## config.mk

```make
export PLATFORM = sky130hd
export DESIGN_NAME = rr_arbiter8
export DESIGN_NICKNAME = d
export VERILOG_FILES = /design/src/rtl/arb_pkg.sv /design/src/rtl/rr_pick8.sv /design/src/rtl/rr_arbiter8.sv
export SDC_FILE = /design/constraint.sdc
export NUM_CORES = 1
export LEC_CHECK = 0
export BUFFER_PORTS_ARGS = -buffer_cell sky130_fd_sc_hd__buf_4
export CAP_MARGIN = 20
export CORE_UTILIZATION = 40
export DETAILED_ROUTE_END_ITERATION = 12
export SLEW_MARGIN = 20
export SYNTH_ARGS = -nofsm -noshare
export SYNTH_HDL_FRONTEND = slang
export SYNTH_SLANG_ARGS = --single-unit
```

## constraint.sdc

```tcl
create_clock -name clk -period 3.3 [get_ports clk]
set_input_delay 0.165 -clock clk [delete_from_list [all_inputs] [get_ports clk]]
set_output_delay 0.165 -clock clk [all_outputs]
set_load 0.01 [all_outputs]
```

## src/rtl/arb_pkg.sv

```systemverilog
// rtl/arb_pkg.sv - shared constants and FSM state type for the round-robin arbiter
package arb_pkg;

  localparam int NUM_REQ = 8;
  localparam int IDX_W   = 3;

  typedef enum logic [0:0] {
    ARB_IDLE,
    ARB_GRANT
  } arb_state_e;

endpackage

```

## src/rtl/rr_pick8.sv

```systemverilog
// rtl/rr_pick8.sv - combinational first-set-bit search over 8 requests starting at a rotating base
module rr_pick8
  import arb_pkg::*;
(
  input  logic [NUM_REQ-1:0] req,
  input  logic [IDX_W-1:0]   base,
  output logic [IDX_W-1:0]   pick_idx,
  output logic               pick_any
);

  logic [IDX_W-1:0] cand;

  // Walk offsets from farthest to nearest so the nearest set bit above base wins.
  always_comb begin
    pick_idx = '0;
    pick_any = 1'b0;
    cand     = '0;
    for (int i = NUM_REQ - 1; i >= 0; i--) begin
      cand = base + IDX_W'(i);
      if (req[cand]) begin
        pick_idx = cand;
        pick_any = 1'b1;
      end
    end
  end

endmodule

```

## src/rtl/rr_arbiter8.sv

```systemverilog
// rtl/rr_arbiter8.sv - 8-way round-robin arbiter with registered valid/ready grant index
module rr_arbiter8 #(
  parameter int NUM_REQ = 8,
  parameter int IDX_W   = 3,
  parameter int LOCK_EN = 1
) (
  input  logic               clk,
  input  logic               rst_n,
  input  logic [NUM_REQ-1:0] req,
  input  logic               lock,
  output logic               gnt_valid,
  output logic [IDX_W-1:0]   gnt_idx,
  input  logic               gnt_ready
);

  generate
    if (NUM_REQ != 8 || IDX_W != 3) begin : g_bad_size
      $error("rr_arbiter8 only supports NUM_REQ=8, IDX_W=3");
    end
  endgenerate

  arb_pkg::arb_state_e state_q, state_d;
  logic                gnt_valid_q, gnt_valid_d;
  logic [IDX_W-1:0]    gnt_idx_q, gnt_idx_d;
  logic [IDX_W-1:0]    prio_q, prio_d;
  logic [IDX_W-1:0]    hs_ptr;
  logic [IDX_W-1:0]    base;
  logic [IDX_W-1:0]    pick_idx;
  logic                pick_any;
  logic                lock_eff;
  logic                hs;

  assign lock_eff = (LOCK_EN != 0) ? lock : 1'b0;
  assign hs       = gnt_valid_q && gnt_ready;
  // Pointer after an accepted grant: stay on the winner when locked, otherwise step past it.
  assign hs_ptr   = lock_eff ? gnt_idx_q : gnt_idx_q + {{(IDX_W-1){1'b0}}, 1'b1};
  // While a grant is pending the only search that matters is the one on the handshake edge.
  assign base     = (state_q == arb_pkg::ARB_GRANT) ? hs_ptr : prio_q;

  rr_pick8 u_pick (
    .req      (req),
    .base     (base),
    .pick_idx (pick_idx),
    .pick_any (pick_any)
  );

  // Next-state: issue, hold until accepted, then re-arbitrate or fall idle.
  always_comb begin
    state_d     = state_q;
    gnt_valid_d = gnt_valid_q;
    gnt_idx_d   = gnt_idx_q;
    prio_d      = prio_q;
    unique case (state_q)
      arb_pkg::ARB_IDLE: begin
        if (pick_any) begin
          gnt_idx_d   = pick_idx;
          gnt_valid_d = 1'b1;
          state_d     = arb_pkg::ARB_GRANT;
        end
      end
      arb_pkg::ARB_GRANT: begin
        if (hs) begin
          prio_d = hs_ptr;
          if (pick_any) begin
            gnt_idx_d = pick_idx;
          end else begin
            gnt_valid_d = 1'b0;
            state_d     = arb_pkg::ARB_IDLE;
          end
        end
      end
      default: begin
        state_d     = arb_pkg::ARB_IDLE;
        gnt_valid_d = 1'b0;
      end
    endcase
  end

  // State, pointer and output registers; reset drops any pending grant immediately.
  always_ff @(posedge clk or negedge rst_n) begin
    if (!rst_n) begin
      state_q     <= arb_pkg::ARB_IDLE;
      gnt_valid_q <= 1'b0;
      gnt_idx_q   <= '0;
      prio_q      <= '0;
    end else begin
      state_q     <= state_d;
      gnt_valid_q <= gnt_valid_d;
      gnt_idx_q   <= gnt_idx_d;
      prio_q      <= prio_d;
    end
  end

  assign gnt_valid = gnt_valid_q;
  assign gnt_idx   = gnt_idx_q;

endmodule

```

After elaboration in Yosys (flattened, before gate mapping)
Cells that the tools add are included.
W data, S select, Z words.
{ "totals": {"out_inout_bits": 4, "in_bits": 12, "register_bits": 8, "word_cells": 71} }
{ "op_classes": {"addsub": 8, "eq_ne": 3, "n_lt_le_gt_ge": 8, "mux": 44, "reduce_logical": 3, "n_bitwise": 1} }
{ "ops": {"columns": ["operator", "n"], "rows": [
  ["$mux W3", 12],
  ["$lt A3 B4 Y1 const B", 8],
  ["$bmux W1 S3", 8],
  ["$mux W1", 21],
  ["$add A3 B3 Y3 const B", 4],
  ["$add A3 B1 Y3 const B", 2],
  ["$add A3 B2 Y3 const B", 2],
  ["$pmux W3 S2", 1],
  ["$ne A2 B2 Y1 const B", 2],
  ["$pmux W1 S2", 2],
  ["$reduce_and A3 Y1", 1],
  ["$ne A2 B1 Y1 const B", 1],
  ["$reduce_and A2 Y1", 1],
  ["$logic_and A1 B1 Y1", 1],
  ["$not A1 Y1", 1]
]} }

Depth between registers and ports, before layout
{ "logic_depth": {"word_depth": 17, "ltp_mapped": 13, "ltp_nobuf": 12} }

Hierarchy
Synthesis repeated with hierarchy kept, for this count alone.
{ "unflattened": {"hier_cells": 125, "hier_area_um2": 1192.4} }
{ "modules_own_cells": {"columns": ["mod", "area_per_inst_um2", "n_inst", "cells_per_inst", "seq_area_each_um2"], "rows": [
  ["rr_pick8", 782.0, 1, 90, 0.0],
  ["rr_arbiter8", 410.4, 1, 35, 200.2]
]} }

Worst setup path after synthesis
No wires, ideal clock.
{ "synth_path": {"path_kind": "reg2reg", "start": "register gnt_idx_q[0], in the netlist gnt_idx[0]", "end": "register gnt_idx_q[0], in the netlist gnt_idx[0]", "required_time_ps": 3213, "t_arrival_ps": 3495, "setup_time_ps": 87, "path_buffers": 1, "setup_slack_ps": -281, "period_less_slack_ps": 3581, "path_stages_with_launch": 14, "cell_sequence": "dfrtp_1 ha_1 mux2i_1 a21o_1 clkbuf_1 ha_1 mux4_2 mux2i_1 nor2_1 or3b_4 nand4b_4 a21boi_4 o311a_1 a211oi_2"} }
{ "synth_via": {"elab_chain_len": 17, "elab_cells_between_ends": 45, "classes_between": "8 x add/sub; 37 x mux"} }
{ "synth_rtl": {"columns": ["element", "line_no", "source"], "rows": [
  ["start, declared", "rr_arbiter8.sv:24", "logic [IDX_W-1:0] gnt_idx_q, gnt_idx_d;"],
  ["start signal, assigned", "rr_arbiter8.sv:89", "gnt_idx_q <= gnt_idx_d;"],
  ["$add A3 B1 Y3", "rr_arbiter8.sv:36", "assign hs_ptr = lock_eff ? gnt_idx_q : gnt_idx_q + {{(IDX_W-1){1'b0}}, 1'b1};"],
  ["$mux W3", "rr_arbiter8.sv:36", null],
  ["$mux W3", "rr_arbiter8.sv:38", "assign base = (state_q == arb_pkg::ARB_GRANT) ? hs_ptr : prio_q;"],
  ["$add A3 B3 Y3", "rr_pick8.sv:19", "cand = base + IDX_W'(i);"],
  ["$bmux W1 S3", "rr_pick8.sv:20", "if (req[cand]) begin"],
  ["$mux W1 (implied by the code)", "rr_pick8.sv:20", null],
  ["$mux W3 / $mux W1 (equally long branches) (8 in series)", "rr_pick8.sv:20", null],
  ["$mux W3 *", "rr_arbiter8.sv:55, rr_arbiter8.sv:64", null],
  ["$mux W3", "rr_arbiter8.sv:62", "if (hs) begin"],
  ["$pmux W3 S2 *", "rr_arbiter8.sv:53", "unique case (state_q)"]
]} }
Every way passes the cells marked *; elsewhere a longest branch is shown, timed or not. The select of a mux whose other input is x is not followed.
A chain may end at the register's enable or synchronous reset.

Final worst setup path
Ends and elaborated chain as after synthesis.

==> impl_metrics.toml <==
[outcome]
status = "finished with violations"
violations = "DRC"

[final_layout]
multi_input_area_mm2 = 0.00108
drive_gt1_frac = 0.388
regArea_um2 = 203
n_fill_cell = 243
syn_to_final_growth_pct = 35.0
final_nets = 200
antenna_cells = 0
fin_area_mm2 = 0.00169

[synthesis]
ys_top_cells_by_count = "mux2i_1, nand2_1, nor2_1, o21ai_0, dfrtp_1"
synth.most_common_cell = "mux2i_1"
ys_ff_latch = 8
synth-edff-count = 0
synth_xor_area_frac = 0.0339
synth_top_family_by_area = "multiplexers"
async_flop_share = 1.00
ys_warn_count = 0
netlist_instances = 145
synth_simple_gate_area_share = 0.198
syn_nets = 160
synth.area.top_cells = "mux2i_1, dfrtp_1, mux4_2"
synth_fa_ha_area_frac = 0.0299
synth_cell_type_count = 51
synth_top_area_share = 0.168
synth_mux_area_frac = 0.274
netlist_area_mm2 = 0.00125
ys.flop_type = "dfrtp_1"
syn_area_per_cell_um2 = 8.65
synth_seq_area_share = 0.160
synth_compound_area_frac = 0.248
synth_top_area_cell = "mux2i_1"

[die]
die_h_um = 58.0
die_area_mm2 = 0.00336
start_util = 0.439
ios = 16
core_mm2 = 0.00285
row_count = 19
die_w_um = 58.0

[sta]
clock_skew_ns = 0.000317
setup_viol = 0
tightest_slew_ns = 0.471
rsz0062_at_grt = "yes"
drv_slew = 0
hold_viol_final = 0
maxSlewHeadroom = 0.677
fin_crit_sh = 0.989
max_freq_ghz = 0.306
min_period_ns = 3.26

[placement]
gp_congestion = 0.944
placed_area_mm2 = 0.00151
hpwl_mm = 2.78
io_buffers = 15

[worst_setup_path]
crit_path_end_kind = "flop"
ff2ff_path_depth = 12
required_ns = 3.47
arrival_ns = 3.43
worst_r2r_endpoint = "gnt_idx[0]"
reg2reg_slack_ns = 0.04
worstReg2RegStart = "gnt_idx[0]"
path_max_fanout = 7
critPathKind = "reg -> reg"
start_kind = "flop"

[route]
drtAntennaViolNets = 0
drc = 1
wl_per_cell_um = 17.4
wl_met3_um = 160
maxUsedRoutingLayer = "met4"
vias = 1313
firstDrtPassIters = 8
drtIter0Drc = 65
met1Wirelength_mm = 1.71
viasPerCell = 6.14
wl_met2_mm = 1.80
drt_wl_total_mm = 3.71

[global_routing]
globalRouteOverflowTotal = 0
grt_start_max_net_pins = 15
grt_pass1_wl_mm = 5.75
grt.total_usage = 0.221
grt_pass1_vias = 1181
antenna_found_initial = 0

[clocking]
htreeDepth = 1
clk_latency_ns = 0.25
root_buffer = "clkbuf_4"
clk_transition_reported_paths_ns = 0.05
cts_tree = "built"
cts_buffers = 3
clock_path_buffers = 2
cts_sinks = 8

[worst_hold_path]
hold_path_class = "in -> async"

[flow_run]
drv_cap = 0
[stage by stage]
step,util,TNS [ns],std cells,hold slack [ns],worst slack [ns]
after floorplan,-,0,145,-0.131,0.0108
after global placement,0.529,0,202,-0.0109,0.0119
after detailed placement,0.529,-0.0258,202,-0.00989,-0.0258
after CTS,0.544,0,206,0.259,0.0326
after global routing,0.593,-0.0636,214,0.264,-0.0576
final,0.593,0,214,0.267,0.0367
[state kept, by name, summed over array words and instances (netlist names)]
register,cells
prio_q,3
gnt_idx,3
state_q,1
gnt_valid,1
[cells in the final DEF, fill, tap and decap left out, types with 2 or more instances in the layout]
cell type,Yosys,routed
buf_4,1,40
mux2i_1,21,16
nand2_1,15,15
o21ai_0,12,12
nor2_1,12,11
a21oi_1,6,6
dfrtp_1,8,6
inv_1,4,4
mux2i_4,0,4
a211oi_1,4,4
a21o_1,3,3
nor2b_1,3,3
mux4_2,3,3
nand2b_1,3,3
nand3_1,3,3
clkbuf_4,0,3
xnor2_1,2,2
mux2i_2,1,2
nor3_1,2,2
a31oi_1,2,2
o211ai_1,2,2
o22ai_1,2,2
ha_4,0,2
dfrtp_2,0,2
[cell type report]
| cell class | instances | area share |
|---|---|---|
| sequential | 8 | 0.120 |
| tap | 31 | 0.0229 |
| multi-input combinational | 125 | 0.640 |
| clock buffer | 3 | 0.0133 |
| timing repair buffer | 42 | 0.190 |
| inverter | 5 | 0.0140 |
[cell families after synthesis]
| logic type | after synthesis |
|---|---|
| adders and majority gates | 3 |
| buffers and inverters | 12 |
| and+or+nand+nor | 46 |
| muxes | 28 |
| AOI/OAI and AO/OA | 44 |
| xor gates and xnor gates | 4 |
| DFF | 8 |
[what timing repair did]
action / 4_1_cts / 5_1_grt
setup buffers: 0 / 8
hold buffers: 1 / 0
pin swaps: 0 / 4
gates resized for setup: 2 / 16
setup endpoints to repair: 1 / 3
endpoints found under the hold margin: 8 / 0
gates cloned: 0 / 0
[per-layer routing]
metal	vias to the layer above	track usage
met5	-	0
met4	0	0.0408
met3	6	0.0268
met2	41	0.360
met1	632	0.317
li1	634	-
[worst max-delay path, stage by stage, from the launching register on]
cell and delay, ns:
dfrtp_2 0.45, ha_4 0.27, mux2i_1 0.08, a21o_1 0.22, ha_4 0.29, mux4_2 0.52, mux2i_4 0.22, nor2_4 0.05
or3b_4 0.42, nand4b_4 0.21, a21boi_4 0.19, o311a_1 0.12, a211oi_2 0.14
[worst max-delay path by stage]
stage | startpoint | to | cells after the start
2_1_floorplan | gnt_idx[0] | gnt_idx[0] | 13
3_3_place_gp | gnt_idx[0] | gnt_idx[0] | 12
3_5_place_dp | gnt_idx[0] | gnt_idx[0] | 12
4_1_cts | gnt_idx[0] | gnt_idx[1] | 14
5_1_grt | gnt_idx[0] | gnt_idx[0] | 12
6_report | gnt_idx[0] | gnt_idx[0] | 12
Power is not shown: default switching activity piles up to over one toggle a cycle in this logic, so the estimate is an artifact.
